`config.mk`:
```
export PLATFORM = sky130hd
export DESIGN_NAME = pwm_capture
export DESIGN_NICKNAME = d
export VERILOG_FILES = /design/src/rtl/pwm_capture.sv
export SDC_FILE = /design/constraint.sdc
export NUM_CORES = 1
export LEC_CHECK = 0
export CAP_MARGIN = 20
export CORE_UTILIZATION = 62
export DETAILED_ROUTE_END_ITERATION = 10
export PLACE_DENSITY = 0.84
export RECOVER_POWER = 100
export SLEW_MARGIN = 20
export SYNTH_ARGS = -nofsm -noshare
export SYNTH_HDL_FRONTEND = slang
export SYNTH_SLANG_ARGS = --single-unit
```
`constraint.sdc`:
```
create_clock -name clk -period 6.25 [get_ports clk]
set_input_delay 1.25 -clock clk [delete_from_list [all_inputs] [get_ports clk]]
set_output_delay 1.25 -clock clk [all_outputs]
set_load 0.01 [all_outputs]
```
`src/rtl/pwm_capture.sv`:
```
// pwm_capture: measures the period and high time of an incoming PWM waveform
// in clock cycles.
//
// Each rising edge after the first one closes a period and produces one
// measurement, so a steady waveform gives a pulse per period. If no edge
// arrives for TIMEOUT cycles, the outputs are zeroed and a sticky timeout
// flag is raised.
//
// Ports:
//   clk        system clock, rising edge
//   rst_n      asynchronous active-low reset
//   i_pwm      PWM input, asynchronous to clk
//   cap_en     capture enable; low aborts and parks the block in IDLE
//   period     last measured period in cycles (H + L), registered
//   high_time  last measured high time in cycles (H), registered
//   cap_valid  one-cycle pulse when period/high_time take a new measurement
//   timeout    sticky stuck-input flag; cleared by a measurement or by cap_en=0
//
// Handshake: cap_valid is a pure strobe with no ready. period and high_time
// are valid on the cycle cap_valid is high and hold until the next update.
module pwm_capture #(
  parameter logic [31:0] TIMEOUT = 32'd50_000_000
) (
  input  logic        clk,
  input  logic        rst_n,
  input  logic        i_pwm,
  input  logic        cap_en,
  output logic [31:0] period,
  output logic [31:0] high_time,
  output logic        cap_valid,
  output logic        timeout
);

  typedef enum logic [1:0] {
    IDLE = 2'd0,
    ARM  = 2'd1,
    HIGH = 2'd2,
    LOW  = 2'd3
  } state_t;

  // FSM state kept as a named signal so checkers can bind to it directly
  state_t state;
  state_t state_nxt;

  logic s1, s2, s3;
  logic rise, fall;
  logic [31:0] cnt;
  logic [31:0] hi_cnt;
  logic at_limit;

  // Control strobes decoded from state and input events
  logic cnt_load;
  logic cnt_inc;
  logic hi_load;
  logic meas;
  logic tmo;
  logic abort;

  logic [32:0] sum;
  logic [31:0] sum_sat;

  // Two flops for metastability; the third gives a delayed copy for edges
  always_ff @(posedge clk or negedge rst_n) begin
    if (!rst_n) begin
      s1 <= 1'b0;
      s2 <= 1'b0;
      s3 <= 1'b0;
    end else begin
      s1 <= i_pwm;
      s2 <= s1;
      s3 <= s2;
    end
  end

  assign rise     = s2 & ~s3;
  assign fall     = ~s2 & s3;
  assign at_limit = (cnt == TIMEOUT);

  // hi_cnt and cnt are both bounded by TIMEOUT, so a 33-bit sum cannot
  // overflow; saturate it back into the 32-bit output.
  assign sum     = {1'b0, cnt} + {1'b0, hi_cnt};
  assign sum_sat = sum[32] ? 32'hFFFF_FFFF : sum[31:0];

  // State register
  always_ff @(posedge clk or negedge rst_n) begin
    if (!rst_n) begin
      state <= IDLE;
    end else begin
      state <= state_nxt;
    end
  end

  // Next-state logic
  always_comb begin
    state_nxt = state;
    if (!cap_en) begin
      state_nxt = IDLE;
    end else begin
      case (state)
        IDLE: state_nxt = ARM;
        ARM:  if (rise) state_nxt = HIGH;
        HIGH: begin
          if (fall) begin
            state_nxt = LOW;
          end else if (at_limit) begin
            state_nxt = ARM;
          end
        end
        LOW: begin
          if (rise) begin
            state_nxt = HIGH;
          end else if (at_limit) begin
            state_nxt = ARM;
          end
        end
        default: state_nxt = IDLE;
      endcase
    end
  end

  // Output/strobe decode. An edge arriving in the same cycle the counter
  // hits TIMEOUT wins over the timeout.
  always_comb begin
    cnt_load = 1'b0;
    cnt_inc  = 1'b0;
    hi_load  = 1'b0;
    meas     = 1'b0;
    tmo      = 1'b0;
    abort    = 1'b0;
    if (!cap_en) begin
      abort = 1'b1;
    end else begin
      case (state)
        ARM: begin
          if (rise) cnt_load = 1'b1;
        end
        HIGH: begin
          if (fall) begin
            hi_load  = 1'b1;
            cnt_load = 1'b1;
          end else if (at_limit) begin
            tmo = 1'b1;
          end else begin
            cnt_inc = 1'b1;
          end
        end
        LOW: begin
          if (rise) begin
            meas     = 1'b1;
            cnt_load = 1'b1;
          end else if (at_limit) begin
            tmo = 1'b1;
          end else begin
            cnt_inc = 1'b1;
          end
        end
        default: ;
      endcase
    end
  end

  // Counter: 1 on a period/segment start, +1 while measuring, otherwise 0
  always_ff @(posedge clk or negedge rst_n) begin
    if (!rst_n) begin
      cnt <= 32'd0;
    end else if (cnt_load) begin
      cnt <= 32'd1;
    end else if (cnt_inc) begin
      cnt <= cnt + 32'd1;
    end else begin
      cnt <= 32'd0;
    end
  end

  always_ff @(posedge clk or negedge rst_n) begin
    if (!rst_n) begin
      hi_cnt <= 32'd0;
    end else if (hi_load) begin
      hi_cnt <= cnt;
    end
  end

  // Result registers. meas and tmo are mutually exclusive, and abort
  // excludes both.
  always_ff @(posedge clk or negedge rst_n) begin
    if (!rst_n) begin
      period    <= 32'd0;
      high_time <= 32'd0;
      cap_valid <= 1'b0;
      timeout   <= 1'b0;
    end else begin
      cap_valid <= meas;
      if (meas) begin
        period    <= sum_sat;
        high_time <= hi_cnt;
        timeout   <= 1'b0;
      end else if (tmo) begin
        period    <= 32'd0;
        high_time <= 32'd0;
        timeout   <= 1'b1;
      end else if (abort) begin
        timeout <= 1'b0;
      end
    end
  end

endmodule

```
==> metrics.cfg <==
[run_status]
outcome = complete, but fails checks
violations = capacitance limit, slew limit

[clock_network]
cts_setup_buffers = 0
root_buffer = clkbuf_16
worst_skew_pair.late_latency_ps = 420
cts_hold_buf = 0
cts_tree = done
clock-sinks = 135
cts_buffer_depth = 2
cts_resized = 0
cts.htree.levels = 4
cts_made_buffers = 17
clkTransAtPathRegs_ps = 50

[power]
leakage_nw = 4.35
pwr_density_cell_nw_per_um2 = 225
worst_ir_drop_vdd_v = 0.000337

[global_route]
antenna_found_initial = 0
grt_max_degree = 79
overflow = 0
track_usage = 0.332
grt_pass1_vias = 5745
grt_pass1_wl_um = 29800

[detailed_routing]
num_vias = 5850
vias_per_cell = 6.30
drt_pass1_iterations = 6
avgRoutedWirePerCell_um = 19.8
drc = 0
drtAntennaViolNets = 0
wirelength_um = 18300
drt_iter0_drc = 598

[timing]
holdWs_ps = 366
slew_headroom = -0.179
slew_violations = 21
rsz0062_at_grt = no
fin_crit_ps = 4020
period_share = 0.643
hold_viol_final = 0
worstMarginPinSlew_ps = 1770
finalSetupViolCount = 0
tns_ps = 0
fmax_ghz = 0.249
finClkSkew_ps = 7.99

[logic_synthesis]
synthXorXnorAreaFrac = 0.0623
yosysWarnings = 0
synth_top_family_by_area = compound AO/OA/AOI/OAI gates
syn_area_um2 = 7170
synth-seq-cells = 135
seq_area_frac_synth = 0.471
async_flop_share = 1.00
synthSimpleGateAreaFrac = 0.150
yosysUniqueCellTypes = 58
muxShareOfSynthArea = 0.0483
synth_compound_area_frac = 0.181
syn_nets = 753
synth_fa_ha_area_frac = 0.0621
postSynthAreaPerCell_um2 = 10.0
syn_inst = 714
synthFlopType = dfrtp_1
synth_edf_count = 0

[cells_and_area]
syn_to_final_growth_pct = 19.0
layout.nets = 814
fill_cells = 749
num_antenna_cells = 0
final_cells = 928
drive_gt1_frac = 0.0876

[place]
placed_cells = 896
gp_congestion = 0.896
hpwl_um = 12900
io_buffer_count = 69

[setup_path]
cp.arrival_ps = 4340
end_kind = register
path_class = in2reg
r2r-start = cnt[1]$_DFF_PN0_
r2r_end = period[22]$_DFFE_PN0P_
required_ps = 6560
reg2reg_depth = 11
r2r_slack_ps = 2370
critPathLaunchType = primary input
path_max_fanout = 28

[worst_hold_path]
hold_path_end = s2$_DFF_PN0_
min_path_cells = 0
hold_start = s1$_DFF_PN0_
min-delay-path-class = reg2reg

[die]
die_w_um = 110
dieArea_um2 = 12000
initial_core_util = 0.650
core-area_um2 = 11000
die_h_um = 110
rows = 38
ios = 70

[flow_run]
maxCapViolCount = 1

-- critical path, cell delays in order --
cell           delay [ps]
dlygate4sd3_1         670
nand3_1               500
inv_1                 640
clkbuf_1              780
nand2_1               290
o211ai_1              200
-- stage by stage --
step	util	setup slack (ps)	instance area, um2	power, mW
final	0.773	2230	8530	1.92
after global routing	0.773	2010	8530	1.97
after CTS	0.776	2760	8550	1.93
after detailed placement	0.721	2560	7950	0.929
after global placement	0.721	2610	7950	0.927
after floorplan	-	3280	7170	0.904
-- sequential cells by signal, summed over array words and instances (netlist names) --
signal	flops
s1	1
timeout	1
period	32
s3	1
s2	1
cnt	32
high_time	32
cap_valid	1
state	2
hi_cnt	32
-- layout by cell type, fill, tap and decap left out, drive strengths merged, types with 8 or more instances in the layout --
cell,count
ha,34
xnor2,22
a22o,34
xor2,29
dfrtp,135
nand4,11
nand2,84
clkbuf,29
and2,9
nand3,22
dlygate4sd3,68
nor2,60
a211oi,8
nor3,8
mux2,29
o21ai,50
a21o,17
a21oi,30
and3,13
inv,11
-- area by class of cell --
cell class	instances	area, um2	share of cell area
tap	140	175	0.0205
multi-input combinational	535	3610	0.423
clock inverter	7	90.1	0.0106
timing repair buffer	75	718	0.0842
sequential	135	3380	0.396
inverter	11	41.3	0.00484
clock buffer	25	515	0.0604
-- report_power, final --
| group | internal [mW] | total (mW) | switching [mW] |
|---|---|---|---|
| registers | 0.878 | 0.881 | 0.00320 |
| logic | 0.00581 | 0.0313 | 0.0255 |
| clock network | 0.648 | 1.01 | 0.358 |
| total | 1.53 | 1.92 | 0.386 |
-- metal layers --
metal / global-route usage / wire [um] / up-vias
li1: - / - / 2700
met5: 0 / 0 / -
met4: 0.118 / 345 / 0
met1: 0.455 / 8210 / 2909
met2: 0.528 / 8630 / 214
met3: 0.0634 / 1150 / 27
-- synthesized netlist by cell type, drive strengths merged, types with 8 or more instances --
| library cell | number | area (um2) |
|---|---|---|
| nor2 | 60 | 225 |
| dfrtp | 135 | 3380 |
| and2 | 9 | 56.3 |
| inv | 11 | 41.3 |
| a21o | 17 | 128 |
| clkbuf | 30 | 113 |
| a22o | 34 | 298 |
| a21oi | 30 | 154 |
| nand2 | 84 | 315 |
| nand3 | 22 | 110 |
| xnor2 | 22 | 193 |
| a211oi | 8 | 60.1 |
| mux2 | 29 | 327 |
| o21ai | 50 | 250 |
| nand4 | 11 | 68.8 |
| nor3 | 8 | 40.0 |
| ha | 34 | 425 |
| and3 | 13 | 81.3 |
| xor2 | 29 | 254 |
-- how the worst max path moves through the flow --
| stage | from | to |
|---|---|---|
| 5_1_grt | cap_en | period[29]$_DFFE_PN0P_ |
| 6_report | cap_en | period[22]$_DFFE_PN0P_ |
| 3_3_place_gp | cap_en | period[30]$_DFFE_PN0P_ |
| 2_1_floorplan | cnt[0]$_DFF_PN0_ | period[21]$_DFFE_PN0P_ |
| 3_5_place_dp | cap_en | period[29]$_DFFE_PN0P_ |
| 4_1_cts | cnt[0]$_DFF_PN0_ | period[4]$_DFFE_PN0P_ |
-- logic make-up after synthesis --
group                    count (synthesis)
AO/OA/AOI/OAI                          186
XOR/XNOR                                51
adder cells (fa/ha/maj)                 35
buffers and inverters                   44
flip-flops                             135
multiplexers                            31
AND/OR/NAND/NOR                        232
No activity file was read; power rests on OpenSTA's default activity.
